==> config.mk <==
export PLATFORM = sky130hd
export DESIGN_NAME = mult_div
export DESIGN_NICKNAME = d
export VERILOG_FILES = /design/src/rtl/mult_div.sv
export SDC_FILE = /design/constraint.sdc
export NUM_CORES = 1
export LEC_CHECK = 0
export ABC_AREA = 0
export CORE_MARGIN = 5
export CORE_UTILIZATION = 36
export DETAILED_ROUTE_END_ITERATION = 16
export PLACE_DENSITY = 0.64
export SYNTH_ARGS = -nofsm -noshare
export SYNTH_HDL_FRONTEND = slang
export SYNTH_SLANG_ARGS = --single-unit
export TNS_END_PERCENT = 20
==> constraint.sdc <==
create_clock -name clk -period 7.1 [get_ports clk]
set_clock_uncertainty 0.2 [all_clocks]
set_input_delay 1.065 -clock clk [delete_from_list [all_inputs] [get_ports clk]]
set_output_delay 1.065 -clock clk [all_outputs]
set_load 0.01 [all_outputs]
==> src/rtl/mult_div.sv <==
// rtl/mult_div.sv - 32-bit multiply/divide unit with HI/LO registers and 33-cycle iterative datapath.
// Define MULT_DIV_FAST_MUL_EN for single-cycle MULT/MULTU; divides always iterate.
module mult_div (
  input  logic        clk,
  input  logic        reset,
  input  logic        start,
  input  logic [1:0]  op,
  input  logic [31:0] a,
  input  logic [31:0] b,
  input  logic        mthi,
  input  logic        mtlo,
  output logic [31:0] hi,
  output logic [31:0] lo,
  output logic        busy,
  output logic        done
);

  typedef enum logic [1:0] {IDLE, ITER, FIX} state_t;

  state_t      state, state_nxt;
  logic [4:0]  cnt;
  logic [31:0] acc_hi, acc_lo, opnd;
  logic        op_div, neg_res, neg_rem, div_zero;

  logic        signed_op;
  logic [31:0] a_mag, b_mag;
  logic        fast_mul;

  assign signed_op = ~op[0];
  assign a_mag     = (signed_op && a[31]) ? -a : a;
  assign b_mag     = (signed_op && b[31]) ? -b : b;

`ifdef MULT_DIV_FAST_MUL_EN
  logic [63:0] ext_a, ext_b, fast_prod;
  assign fast_mul  = ~op[1];
  assign ext_a     = op[0] ? {32'd0, a} : {{32{a[31]}}, a};
  assign ext_b     = op[0] ? {32'd0, b} : {{32{b[31]}}, b};
  // Low 64 bits of the sign-extended product equal the signed product.
  assign fast_prod = ext_a * ext_b;
`else
  assign fast_mul  = 1'b0;
`endif

  // Iteration step: shift-add for multiply, restoring shift-subtract for divide
  logic [32:0] mul_add;
  logic [32:0] div_shift;
  logic        div_ge;
  logic [31:0] div_sub;
  assign mul_add   = {1'b0, acc_hi} + (acc_lo[0] ? {1'b0, opnd} : 33'd0);
  assign div_shift = {acc_hi, acc_lo[31]};
  assign div_ge    = div_shift >= {1'b0, opnd};
  assign div_sub   = div_shift[31:0] - opnd;

  // Sign correction; a zero divisor leaves the raw dividend in the remainder naturally
  logic [63:0] prod_fix;
  logic [31:0] quo_fix, rem_fix;
  assign prod_fix = neg_res ? -{acc_hi, acc_lo} : {acc_hi, acc_lo};
  assign quo_fix  = div_zero ? 32'hFFFF_FFFF : (neg_res ? -acc_lo : acc_lo);
  assign rem_fix  = neg_rem ? -acc_hi : acc_hi;

  always_ff @(posedge clk or negedge reset) begin
    if (!reset) state <= IDLE;
    else        state <= state_nxt;
  end

  always_comb begin
    state_nxt = state;
    case (state)
      IDLE:    if (start && !fast_mul) state_nxt = ITER;
      ITER:    if (cnt == 5'd31) state_nxt = FIX;
      FIX:     state_nxt = IDLE;
      default: state_nxt = IDLE;
    endcase
  end

  always_comb begin
    busy = (state != IDLE);
  end

  always_ff @(posedge clk or negedge reset) begin
    if (!reset) begin
      hi       <= 32'd0;
      lo       <= 32'd0;
      done     <= 1'b0;
      cnt      <= 5'd0;
      acc_hi   <= 32'd0;
      acc_lo   <= 32'd0;
      opnd     <= 32'd0;
      op_div   <= 1'b0;
      neg_res  <= 1'b0;
      neg_rem  <= 1'b0;
      div_zero <= 1'b0;
    end else begin
      done <= 1'b0;
      case (state)
        IDLE: begin
          if (start) begin
`ifdef MULT_DIV_FAST_MUL_EN
            if (fast_mul) begin
              {hi, lo} <= fast_prod;
              done     <= 1'b1;
            end
`endif
            op_div   <= op[1];
            neg_res  <= signed_op & (a[31] ^ b[31]);
            neg_rem  <= signed_op & a[31];
            div_zero <= (b == 32'd0);
            acc_hi   <= 32'd0;
            cnt      <= 5'd0;
            // Divide shifts the dividend out of acc_lo; multiply shifts the multiplier out.
            opnd     <= op[1] ? b_mag : a_mag;
            acc_lo   <= op[1] ? a_mag : b_mag;
          end else begin
            if (mthi) hi <= a;
            if (mtlo) lo <= a;
          end
        end
        ITER: begin
          cnt <= cnt + 5'd1;
          if (op_div) begin
            acc_hi <= div_ge ? div_sub : div_shift[31:0];
            acc_lo <= {acc_lo[30:0], div_ge};
          end else begin
            {acc_hi, acc_lo} <= {mul_add, acc_lo[31:1]};
          end
        end
        FIX: begin
          cnt  <= 5'd0;
          done <= 1'b1;
          if (op_div) begin
            hi <= rem_fix;
            lo <= quo_fix;
          end else begin
            {hi, lo} <= prod_fix;
          end
        end
        default: ;
      endcase
    end
  end

endmodule

==> run summary <==
The count of hold buffers inserted by post-cts repair came out at 0. The hold violation count in the final report came to 0. The number of search-and-repair iterations in the first detailed-routing pass is 5.

The count of final max-slew check failures came out at 0. The height of the chip is between 200 and 250 um. The flip-flop and latch count after synthesis is roughly 170. Synthesis handed over a netlist of 1,789 instances. The worst path in the final design needs a cycle of between 4 and 5 ns, including I/O delays and setup.

The core region is between 30,000 and 40,000 um^2. The number of warnings reported in the yosys synthesis log came out at 0. The total power came out at between 8 and 9 mW. The placed wire-length estimate after detailed placement came out at approximately 41,000 um.

The clock transition at the registers of the reported paths came out at around 0.070 ns. The aggregate global routing overflow came out at 0. The post-CTS repair timing setup buffer count came out at 0. The achievable clock frequency is about 0.22 GHz. The DRC marker count from the first detailed-route iteration came out at approximately 1.4k. In this run the tool buffered the top-level ports with roughly 140 buffer cells. Setup repair after global routing left no endpoint under its margin.

The fraction of final layout cells sized beyond drive strength 1 came out at under 10%. The static leakage power came out at 6.782 nW. The tightest min-delay check is of the flop to flop type. The arrival time of the worst setup path came out at around 4.6 ns. After detailed routing, the number of remaining DRC violations is 0. In the post-synthesis netlist, the biggest area contributors are sky130_fd_sc_hd__dfrtp_1, sky130_fd_sc_hd__a21oi_1, sky130_fd_sc_hd__ha_1. The placed instance area is around 16,000 um^2. The via count of the first global-routing pass is around 14k.

The final instance area is 16,750 um^2. At the end of routability-driven placement, the weighted congestion stood at between 0.9 and 1. Relative to the synthesized area, the layout overhead comes to 15.83%. The top-level port count came out at between 100 and 150. Measured against its own limit, the worst slew margin works out to a little under a quarter. The clock root buffer master is sky130_fd_sc_hd__clkbuf_16. The clock tree synthesis step divided the H-tree into 4 levels. The number of different library cells used by synthesis comes to between 70 and 80. The post-cts resize count came out at 0. The mapped netlist covers approximately 14,000 um^2.

The maximum fanout count along the critical path is 7. The endpoint required time on the critical path came out at between 7 and 8 ns. The total negative slack came out at 0 ns.

STA classifies the critical path startpoint as an input port. The maximum buffer depth of the clock tree is 2. Summed over all instances, the cell type with the most area after synthesis is sky130_fd_sc_hd__dfrtp_1.

The number of nets in the layout is ~2k. The average size of a mapped cell is about 8 um^2. The first global-routing pass estimated between 80,000 and 90,000 um of wire.

VDD sags by at most around 0.00021 V. TritonCTS built the clock tree. The sequential cell area is 4305 um^2. The ratio of total power to cell area is 525.0 nW/um^2. The number of antenna violations at the first check in global routing came out at 0. The later pin in the worst-skew pair is clocked with a latency of between 0.4 and 0.5 ns. The overall via count from detail_route is 14.16k.

The worst setup path is captured at a flop. The flow ran to the end, and the final reports show no timing, DRC or antenna violations. The overall die width is 210.4 um.

The count of antenna-violating nets left after detailed routing came out at 0. The number of cells in the finished layout apart from fillers is 2,379. The part of the cycle the worst path needs came out at about 63%. The number of diodes is 0.

The final wirelength came out at 52,840 um. Clock tree synthesis found a total of approximately 170 sinks. The vias per cell is between 5 and 6. The post-detailed-route wirelength per cell is between 20 and 25 um. The overall track demand over capacity in global routing is a little under a quarter. The fraction of the yosys area taken by sequential cells came out at between 20% and 30%. The floorplan has 73 rows.

The cell total after placement came out at between 2k and 2.5k. The most used flip-flop cell after synthesis is sky130_fd_sc_hd__dfrtp_1. The tool flagged a number of max-cap violations equal to 0. The number of clock buffers added by TritonCTS is 17.

Counting flops with a built-in enable in the synthesized netlist gives 0. The layout filler cell count came out at about 4k. For the pin with the worst max-slew slack, the measured transition is 1.154 ns. By startpoint and endpoint, the worst setup path is classified as input port to flop.

The share of the synthesized area in the top cell type is between 20% and 30%. The initial utilization of the core area, before any placement, comes to a little over a third. Entering global routing, the biggest net connects between 100 and 150 pins.

Hold is met by between 0.2 and 0.3 ns. The full die area came out at around 44,000 um^2. The share of synthesized registers carrying an async set or reset is between 90% and 100%. Setup violations remaining at the end of the flow were counted as 0. Summing all multi-input logic gate instances after layout gives 9459 um^2. The net count of the mapped netlist came out at approximately 1.9k.
## final timing paths
| path | start | to | slack (ns) | cells after the start |
|---|---|---|---|---|
| min in group asynchronous | reset | lo[29] | 0.54 | 1 |
| worst max register to register | acc_lo[0] | acc_hi[29] | 2.67 | 13 |
| worst min register to register | div_zero | div_zero | 0.29 | 2 |
| worst min-delay path | div_zero | div_zero | 0.29 | 2 |
| max in group asynchronous | reset | op_div | 4.45 | 2 |
| worst max-delay path | a[2] | opnd[30] | 2.61 | 10 |
## cell usage in the layout (no fill, tap or decap), types with 17 or more instances in the layout
master	instances
sky130_fd_sc_hd__a21oi_1	176
sky130_fd_sc_hd__dfrtp_1	171
sky130_fd_sc_hd__o21ai_0	169
sky130_fd_sc_hd__nand2_1	148
sky130_fd_sc_hd__nor2_1	142
sky130_fd_sc_hd__clkdlybuf4s50_1	134
sky130_fd_sc_hd__xor2_1	87
sky130_fd_sc_hd__xnor2_1	84
sky130_fd_sc_hd__ha_1	70
sky130_fd_sc_hd__inv_1	65
sky130_fd_sc_hd__a22oi_1	48
sky130_fd_sc_hd__mux2i_1	44
sky130_fd_sc_hd__a211oi_1	39
sky130_fd_sc_hd__a221o_1	37
sky130_fd_sc_hd__nor3_1	36
sky130_fd_sc_hd__nand3_1	30
sky130_fd_sc_hd__o211ai_1	28
sky130_fd_sc_hd__o31ai_1	22
sky130_fd_sc_hd__a31oi_1	20
sky130_fd_sc_hd__a21o_1	20
sky130_fd_sc_hd__buf_4	20
sky130_fd_sc_hd__or3_1	18
sky130_fd_sc_hd__nor2b_1	17
sky130_fd_sc_hd__clkbuf_16	17
## report_power, final
part | internal, mW | leakage [nW] | switching [mW] | total (mW)
Clock | 0.539 | 0.278 | 0.415 | 0.953
Sequential | 1.47 | 2.09 | 0.704 | 2.17
Combinational | 2.46 | 4.41 | 3.20 | 5.67
## synth_stat cells, types with 11 or more instances
cell type / instances
sky130_fd_sc_hd__a21oi_1: 177
sky130_fd_sc_hd__dfrtp_1: 172
sky130_fd_sc_hd__o21ai_0: 169
sky130_fd_sc_hd__nand2_1: 149
sky130_fd_sc_hd__nor2_1: 143
sky130_fd_sc_hd__clkbuf_1: 104
sky130_fd_sc_hd__xor2_1: 87
sky130_fd_sc_hd__xnor2_1: 84
sky130_fd_sc_hd__ha_1: 70
sky130_fd_sc_hd__inv_1: 65
sky130_fd_sc_hd__a22oi_1: 48
sky130_fd_sc_hd__mux2i_1: 44
sky130_fd_sc_hd__a211oi_1: 39
sky130_fd_sc_hd__a221o_1: 37
sky130_fd_sc_hd__nor3_1: 36
sky130_fd_sc_hd__nand3_1: 30
sky130_fd_sc_hd__o211ai_1: 28
sky130_fd_sc_hd__o31ai_1: 22
sky130_fd_sc_hd__a21o_1: 20
sky130_fd_sc_hd__a31oi_1: 20
sky130_fd_sc_hd__nor2b_1: 18
sky130_fd_sc_hd__or3_1: 18
sky130_fd_sc_hd__nand2b_1: 15
sky130_fd_sc_hd__nor4_1: 14
sky130_fd_sc_hd__o21bai_1: 13
sky130_fd_sc_hd__nand4_1: 12
sky130_fd_sc_hd__o41ai_1: 12
sky130_fd_sc_hd__buf_1: 11
## flip-flops by register name (all words and copies together), names as in the netlist, 2 cells and up
signal,flops
hi,32
state,2
lo,32
opnd,32
acc_hi,32
acc_lo,32
cnt,5
## per-stage QoR
step	worst slack, ns	util (%)
after floorplan	3.262	-
after global placement	2.250	40.71
after detailed placement	2.270	40.71
after CTS	2.709	42.16
after global routing	2.419	42.16
final	2.609	42.16
## layer usage
metal	GRT usage [%]	wire, um
met5	0	0
met4	8.160	1957
met3	3.096	3370
met2	38.29	24540
met1	31.50	22980
## critical path, cell delays in order
cell                              delay, ns
sky130_fd_sc_hd__clkdlybuf4s50_1       0.59
sky130_fd_sc_hd__nor4_1                0.54
sky130_fd_sc_hd__nand4b_1              0.25
sky130_fd_sc_hd__o41ai_1               0.72
sky130_fd_sc_hd__a21boi_1              0.60
sky130_fd_sc_hd__o21ai_0               0.23
sky130_fd_sc_hd__xnor2_1               0.24
sky130_fd_sc_hd__nor2_1                0.06
sky130_fd_sc_hd__a211oi_1              0.24
sky130_fd_sc_hd__a21oi_1               0.06
## final cells by class
| type | count | area share [%] |
|---|---|---|
| multi-input cells | 1429 | 56.46 |
| well taps | 525 | 3.921 |
| flip-flops and latches | 172 | 25.70 |
| clock inverters | 9 | 0.6647 |
| inverters | 65 | 1.456 |
| repair buffers | 156 | 9.000 |
| clock buffers | 23 | 2.793 |
## cells by family (layout without fill, tap and decap cells)
kind of cell | Yosys count | count (layout) | synth area share, %
buf+inv | 188 | 253 | 5.078
mux | 50 | 50 | 3.512
flops | 172 | 172 | 29.76
compound gates | 644 | 644 | 28.66
xor+xnor | 171 | 171 | 10.36
simple gates | 492 | 492 | 16.30
fa+ha+maj | 72 | 72 | 6.333
(Power assumes the default switching activity.)
